`src/rtl/pipe_stage_skid_reg.sv`:
```
// Elastic valid/ready pipeline stage with a two-entry skid buffer.
// Optional perf counters are enabled with the PIPE_STAGE_PERF_EN macro.
module pipe_stage_skid_reg #(
    parameter int PAYLOAD_W      = 66,
    parameter int CLEAR_ON_FLUSH = 1,
    parameter int CNT_W          = 16
) (
    input  logic                 clk,
    input  logic                 rst,
    input  logic                 flush,
    input  logic                 in_valid,
    output logic                 in_ready,
    input  logic [PAYLOAD_W-1:0] in_data,
    output logic                 out_valid,
    input  logic                 out_ready,
    output logic [PAYLOAD_W-1:0] out_data,
    output logic [1:0]           occupancy,
    input  logic                 cnt_clr,
    output logic [CNT_W-1:0]     stall_cnt,
    output logic [CNT_W-1:0]     bubble_cnt
);

    // Encoding equals the beat count, so the handshake outputs
    // come straight off the state flops.
    typedef enum logic [1:0] {
        EMPTY = 2'd0,
        BUSY  = 2'd1,
        FULL  = 2'd2
    } state_t;

    state_t               state;
    logic [PAYLOAD_W-1:0] main_q;
    logic [PAYLOAD_W-1:0] skid_q;
    logic                 in_fire;
    logic                 out_fire;

    assign occupancy = state;
    assign out_valid = (state != EMPTY);
    assign in_ready  = (state != FULL);
    assign out_data  = main_q;
    assign in_fire   = in_valid & in_ready;
    assign out_fire  = out_valid & out_ready;

    // Beat bookkeeping: main feeds the output, skid catches overflow.
    always_ff @(posedge clk or posedge rst) begin
        if (rst) begin
            state  <= EMPTY;
            main_q <= '0;
            skid_q <= '0;
        end else if (flush) begin
            state <= EMPTY;
            if (CLEAR_ON_FLUSH != 0) begin
                main_q <= '0;
                skid_q <= '0;
            end
        end else begin
            case (state)
                EMPTY: begin
                    if (in_fire) begin
                        main_q <= in_data;
                        state  <= BUSY;
                    end
                end
                BUSY: begin
                    if (in_fire && !out_fire) begin
                        skid_q <= in_data;
                        state  <= FULL;
                    end else if (in_fire && out_fire) begin
                        main_q <= in_data;
                    end else if (out_fire) begin
                        state <= EMPTY;
                    end
                end
                FULL: begin
                    if (out_fire) begin
                        main_q <= skid_q;
                        state  <= BUSY;
                    end
                end
                default: state <= EMPTY;
            endcase
        end
    end

`ifdef PIPE_STAGE_PERF_EN
    localparam logic [CNT_W-1:0] CNT_ONE = 1;

    logic [CNT_W-1:0] stall_q;
    logic [CNT_W-1:0] bubble_q;

    assign stall_cnt  = stall_q;
    assign bubble_cnt = bubble_q;

    // Saturating stall/bubble counters; clear wins over increment.
    always_ff @(posedge clk or posedge rst) begin
        if (rst) begin
            stall_q  <= '0;
            bubble_q <= '0;
        end else if (cnt_clr) begin
            stall_q  <= '0;
            bubble_q <= '0;
        end else begin
            if (out_valid && !out_ready && (stall_q != '1))
                stall_q <= stall_q + CNT_ONE;
            if (!out_valid && out_ready && (bubble_q != '1))
                bubble_q <= bubble_q + CNT_ONE;
        end
    end
`else
    logic unused_cnt_clr;

    assign unused_cnt_clr = cnt_clr;
    assign stall_cnt      = '0;
    assign bubble_cnt     = '0;
`endif

endmodule
```
`config.mk`:
```
export PLATFORM = sky130hd
export DESIGN_NAME = pipe_stage_skid_reg
export DESIGN_NICKNAME = d
export VERILOG_FILES = /design/src/rtl/pipe_stage_skid_reg.sv
export SDC_FILE = /design/constraint.sdc
export NUM_CORES = 1
export LEC_CHECK = 0
export ABC_AREA = 1
export CAP_MARGIN = 20
export CORE_AREA = 2 2 119 121
export CTS_CLUSTER_SIZE = 14
export DETAILED_ROUTE_END_ITERATION = 8
export DIE_AREA = 0 0 121 123
export GPL_TIMING_DRIVEN = 0
export MAX_ROUTING_LAYER = met4
export PLACE_DENSITY = 0.78
export SETUP_SLACK_MARGIN = 0.1
export SYNTH_ARGS = -nofsm -noshare
export SYNTH_HDL_FRONTEND = slang
export SYNTH_SLANG_ARGS = --single-unit
```
`constraint.sdc`:
```
create_clock -name clk -period 8.2 [get_ports clk]
set_input_delay 0.82 -clock clk [delete_from_list [all_inputs] [get_ports clk]]
set_output_delay 0.82 -clock clk [all_outputs]
set_load 0.01 [all_outputs]
```
==> metrics.md, run 1 <==
| Metric | Value |
|---|---|
| Outcome | finished clean |
| Leak | 4.47 nW |
| Largest cells by area after synthesis | dfrtp_1 (50%), nand3_1 (13%), nand2_1 (10%) |
| Final Critical Period | 3.41 ns |
| Router iterations before antenna repair | 7 |
| Area growth syn-to-layout | 35.0% |
| F_max | 293 MHz |
| Peak supply drop | 0.155 mV |
| Sinks on Clock Net | 134 |
| Min Hold Slack | 0.466 ns |
| Drt total wl | 17800 um |
| Total gr overflow | 0 |
| Number of setup buffers added after CTS | 0 |
| Commonest non-fill, non-tap cell in the layout | nand2_1 |
| Layout filler cell count | 1176 |
| Skew final | 0.00768 ns |
| Die footprint | 14900 sq um |
| Utilization after layout | 0.659 |
| Global-route wire length before repair | 29500 um |
| Starting DRT DRC Count | 514 |
| Slew Viols, Final | 0 |
| Port Buffers | 140 |
| Mapped cell area | 6640 sq um |
| CTS tree | done |
| Hold-fix buffers, CTS | 0 |
| Synthesized instance count | 837 |
| Critical Path Start | occupancy[0] |
| Routed vias/inst | 5.10 |
| Average wire per standard cell | 14.6 um |
| Largest area contributor in the synthesized netlist | dfrtp_1 |
| Final setup viols | 0 |
| CP startpoint kind | flop |
| # H-tree levels | 4 |
| Avg Cell Area, Syn | 7.94 sq um |
| RSZ-0062 raised after global routing | no |
| Initial antenna violation count | 1 |
| Power density over cell area | 320 nW/um^2 |
| Worst relative slew slack | 0.640 |
| Clock latency on the worst-skew pair | 0.42 ns |
| Clock slew at reported path FFs | 0.05 ns |
| CP required | 7.38 ns |
| Dpl hpwl | 12400 um |
| Post-cts repair resize count | 0 |
| Yosys warning total | 0 |
| #FFs+latches synth | 134 |
| Sequential fraction of the synthesis area | 0.505 |
| Setup TNS | 0 ns |
| Nets@finish | 1105 |
| Max Buffers Root-to-Sink | 2 |
| Die H | 123 um |
| Std cell rows | 43 |
| Worst slew pin tran | 0.540 ns |
| Routed Antenna Nets | 0 |
| Most frequent cells in the layout | nand2_1 (182), nand3_1 (167), clkdlybuf4s50_1 (140) |
| Root Buffer | clkbuf_16 |
| Hold path start | out_data[56] |
| GP Congestion | 0.857 |
| Worst-path fanout max | 10 |
| Share of layout cells above drive strength 1 | 0.0915 |
| Final period utilization | 0.416 |
| Vias | 6216 |
| Top-level I/O count | 174 |
| Total of max-cap violations | 0 |
| DR DRC count | 0 |
| Largest net degree at the start of global routing | 80 |
| Final hold violation count | 0 |
| Critical Path Sink Type | output pin |
| Die W | 121 um |
| CP Class | reg2out |
| HP Class | reg2reg |
| Arrival time at the worst endpoint | 2.59 ns |
| Synth cell types | 18 |
| GRT Resource Usage Total | 0.260 |
| Cts bufs inserted | 17 |
| Placeable Area | 13600 sq um |
| Share of the synthesized area in the top cell type | 0.505 |
| RR Startpoint | occupancy[0] |
| Starting density of the core | 0.488 |
| Vias in the first global route | 5951 |
[where the power goes]
| part | total, W | leakage, nW | internal, W | switching [W] |
|---|---|---|---|---|
| clock network | 0.000715 | 0.275 | 0.000450 | 0.000265 |
| logic | 0.00117 | 2.40 | 0.000539 | 0.000635 |
| registers | 0.000984 | 1.79 | 0.000871 | 0.000113 |
| total | 0.00287 | 4.47 | 0.00186 | 0.00101 |
[cells in the mapped netlist (all sizes together)]
cell / count
conb: 1
ha: 5
clkbuf: 33
o21ai: 101
inv: 45
nor2: 69
nand2: 182
a21boi: 1
dfrtp: 134
nand3: 167
buf: 64
a21oi: 35
[path summary, 6_finish.rpt]
| kind | end | slack (ns) | cells past startpoint |
|---|---|---|---|
| min in group asynchronous | skid_q[47] | 0.83 | 2 |
| worst min register to register | out_data[56] | 0.47 | 2 |
| max in group asynchronous | skid_q[25] | 6.63 | 3 |
| worst min-delay path | out_data[56] | 0.47 | 2 |
| worst max register to register | out_data[61] | 5.96 | 11 |
| worst max-delay path | in_ready | 4.79 | 6 |
[worst max-delay path: stages (launching register included)]
cell and delay [ns]:
dfrtp_1 0.45, inv_1 0.12, ha_1 0.27, buf_6 0.17, inv_1 0.10, clkbuf_1 0.41, clkdlybuf4s50_1 0.63
[cell type report]
cell class	instances	area, sq um	share of cell area
Antenna cell	1	2.50	0.000279
Multi-Input combinational cell	592	2660	0.296
Sequential cell	134	3350	0.374
Buffer	97	581	0.0647
Timing Repair Buffer	141	1430	0.159
Tap cell	180	225	0.0251
Clock buffer	25	505	0.0563
Inverter	45	174	0.0194
Clock inverter	4	45.0	0.00502
[per-stage QoR]
stage                     instance area, sq um  total power, W  worst slack (ns)  cells
final                                     8970         0.00287              4.79   1219
after global routing                      8970         0.00307              4.66   1219
after CTS                                 8970         0.00289              4.80   1218
after detailed placement                  8420         0.00217              5.28   1189
after global placement                    8390         0.00215              1.90   1188
after floorplan                           6760         0.00161              3.80    868
[cell families (layout without fill, tap and decap cells)]
family          after synthesis  in the layout  synth area share
buf+inv                     142            312             0.113
simple gates                418            418             0.268
compound gates              137            137             0.104
fa+ha+maj                     5              5           0.00942
flops                       134            134             0.505
other cells                   1             33          0.000564
[layer usage]
metal	GRT usage	share of wire	vias to the layer above
met3	0.0572	0.073	27
met4	0.0785	0.014	0
li1	-	-	3066
met1	0.352	0.46	2856
met5	-	0	-
met2	0.395	0.46	267
[registers in the layout, summed over array words and instances, names as in the netlist]
name and count:
skid_q 66, out_data 66, occupancy 2
Note: power is estimated with default switching activity, not from simulation.
==> run 2, diff against run 1 <==
- CORE_AREA: 2 2 119 121 -> 2 2 126 128
- DIE_AREA: 0 0 121 123 -> 0 0 128 130
- PLACE_DENSITY: 0.78 -> 0.74
- clock period: 8.2 -> 3 ns (I/O delays scaled with it)
==> run 2 against run 1 <==
Sequential power rose to 2.7 times the previous value. Sequential share of layout area down 0.56 points. Final cell count increased by 1.3%. Routed wire length is 3.5% higher. Register-to-register slack got worse by 5.2 ns. Worst setup slack worse by 4.5 ns. Highest routed layer unchanged.
==> metrics.md, run 2 (synthesized netlist as in run 1, its figures left out) <==
| Metric | Value |
|---|---|
| Outcome | finished clean |
| Skew final | 0.00529 ns (-0.00240 ns) |
| Final period utilization | 0.895 |
| GRT Resource Usage Total | 0.240 (-0.0202) |
| CTS tree | done |
| Crit path cell chain | inv_1 > ha_1 > buf_6 > inv_1 > clkbuf_2 > clkdlybuf4s50_1 |
| # H-tree levels | 4 (unchanged) |
| Top-level I/O count | 174 (unchanged) |
| Commonest non-fill, non-tap cell in the layout | nand2_1 |
| Cts bufs inserted | 17 (unchanged) |
| Total gr overflow | 0 (unchanged) |
| Port Buffers | 140 (unchanged) |
| Die footprint | 16600 sq um (+12%) |
| Drt total wl | 18400 um (+3.5%) |
| CP Class | reg2out |
| Die W | 128 um (+5.8%) |
| Routed Antenna Nets | 0 (unchanged) |
| HP Class | in2async |
| Arrival time at the worst endpoint | 2.38 ns (-0.21 ns) |
| Initial antenna violation count | 0 (-1) |
| Max Buffers Root-to-Sink | 2 (unchanged) |
| Hold-fix buffers, CTS | 0 (unchanged) |
| DR DRC count | 0 (unchanged) |
| Std cell rows | 46 (+7.0%) |
| Share of layout cells above drive strength 1 | 0.0997 (+0.00819) |
| Peak supply drop | 0.526 mV (+240%) |
| Clock slew at reported path FFs | 0.06 ns (about the same) |
| Final Critical Period | 2.68 ns |
| Final hold violation count | 0 (unchanged) |
| Worst relative slew slack | 0.600 (-0.0402) |
| Routed vias/inst | 5.08 (-0.45%) |
| Router iterations before antenna repair | 5 (-2) |
| Tot Pwr | 0.00817 W (+180%) |
| Average wire per standard cell | 14.9 um (+2.1%) |
| Setup TNS | 0 ns (unchanged) |
| Starting DRT DRC Count | 634 (+23%) |
| RSZ-0062 raised after global routing | no |
| Fin area | 9110 sq um (+1.5%) |
| Sinks on Clock Net | 134 (unchanged) |
| Power density over cell area | 897 nW/um^2 (+180%) |
| GP Congestion | 0.876 (+2.3%) |
| Final setup viols | 0 (unchanged) |
| Area growth syn-to-layout | 37.1% |
| Worst-path fanout max | 10 (unchanged) |
| CP dominant cell by count | inv_1 |
| Vias | 6269 (+0.85%) |
| Worst slew pin tran | 0.599 ns (+0.0590 ns) |
| Clock latency on the worst-skew pair | 0.43 ns (about the same) |
| Die H | 130 um (+5.7%) |
| Vias in the first global route | 6000 (+0.82%) |
| Delay-heaviest family, CP | buffers and inverters |
| Placeable Area | 15400 sq um (+13%) |
| Critical Path Sink Type | output pin |
| Nets@finish | 1107 (+0.18%) |
| Placed cell areas | 8470 sq um (+0.55%) |
| Total of max-cap violations | 0 (unchanged) |
| Slowest CP cell | clkdlybuf4s50_1 |
| Dpl hpwl | 12800 um (+3.1%) |
| Utilization after layout | 0.591 (-0.0686) |
| CP bufs+invs | 5 (unchanged) |
| Largest net degree at the start of global routing | 40 (-50%) |
| Leak | 4.52 nW (+1.0%) |
| CP peak stage delay | 0.59 ns (-0.04 ns) |
| Antenna diode count | 0 (-1) |
| Root Buffer | clkbuf_16 |
| Slew Viols, Final | 0 (unchanged) |
| Most frequent cells in the layout | nand2_1 (182), nand3_1 (167), clkdlybuf4s50_1 (140) |
| Global-route wire length before repair | 30300 um (+2.6%) |
| CP startpoint kind | flop |
| Starting density of the core | 0.431 (-0.0574) |
| F_max | 373 MHz |
| CP required | 2.70 ns (-4.68 ns) |
## run 2: cell types whose count changed in the layout (fill, tap and decap cells not counted), moves of 2 or more
cell and delta:
buf_12 +3, bufinv_16 +3, clkbuf_1 -4, clkbuf_8 -2, clkinv_4 +2, clkinvlp_4 +4
## run 2: timing repair
action                     in CTS  in global routing
setup endpoints to repair       0                  1
buffers inserted                0                  0
resized for setup               0                  2
## run 2: final cells by class
type / count / area [sq um]
Timing Repair Buffer: 143 / 1460
Clock buffer: 20 / 467
Inverter: 45 / 173
Tap cell: 192 / 240
Multi-Input combinational cell: 592 / 2660
Fill cell: 1363 / 6320
Sequential cell: 134 / 3350
Buffer: 97 / 582
Clock inverter: 12 / 175
## run 2: per-stage QoR
stage          std cells  setup WS (ns)  hold slack (ns)
6_report            1235          0.316            0.291
4_1_cts             1235          0.116            0.309
2_1_floorplan        868           1.03            0.445
3_5_place_dp        1203          0.583            0.458
5_1_grt             1235          0.210            0.351
3_3_place_gp        1200         -0.208            0.455
## run 2: per-layer routing
layer  global-route usage  wire length (um)  vias up
li1                     -                 -     3055
met1                0.316              8380     2931
met2                0.371              8510      260
met3               0.0607              1330       23
met4               0.0653               216        0
met5                    -                 0        -
## run 2: path summary, 6_finish.rpt
check | cells past startpoint | slack, ns | to | from
max | 6 | 0.32 | in_ready | occupancy[0]
min | 2 | 0.29 | out_data[0] | rst
max reg2reg | 10 | 0.74 | out_data[45] | occupancy[0]
min reg2reg | 2 | 0.47 | out_data[8] | out_data[8]
max in group asynchronous | 4 | 1.86 | out_data[21] | rst
min in group clk | 3 | 0.46 | skid_q[42] | in_data[42]
## run 2: power breakdown
| group | internal (W) | total [W] | switching [W] | leakage (nW) |
|---|---|---|---|---|
| Sequential | 0.00238 | 0.00268 | 0.000299 | 1.79 |
| Clock | 0.00145 | 0.00225 | 0.000794 | 0.308 |
| Combinational | 0.00148 | 0.00325 | 0.00177 | 2.42 |
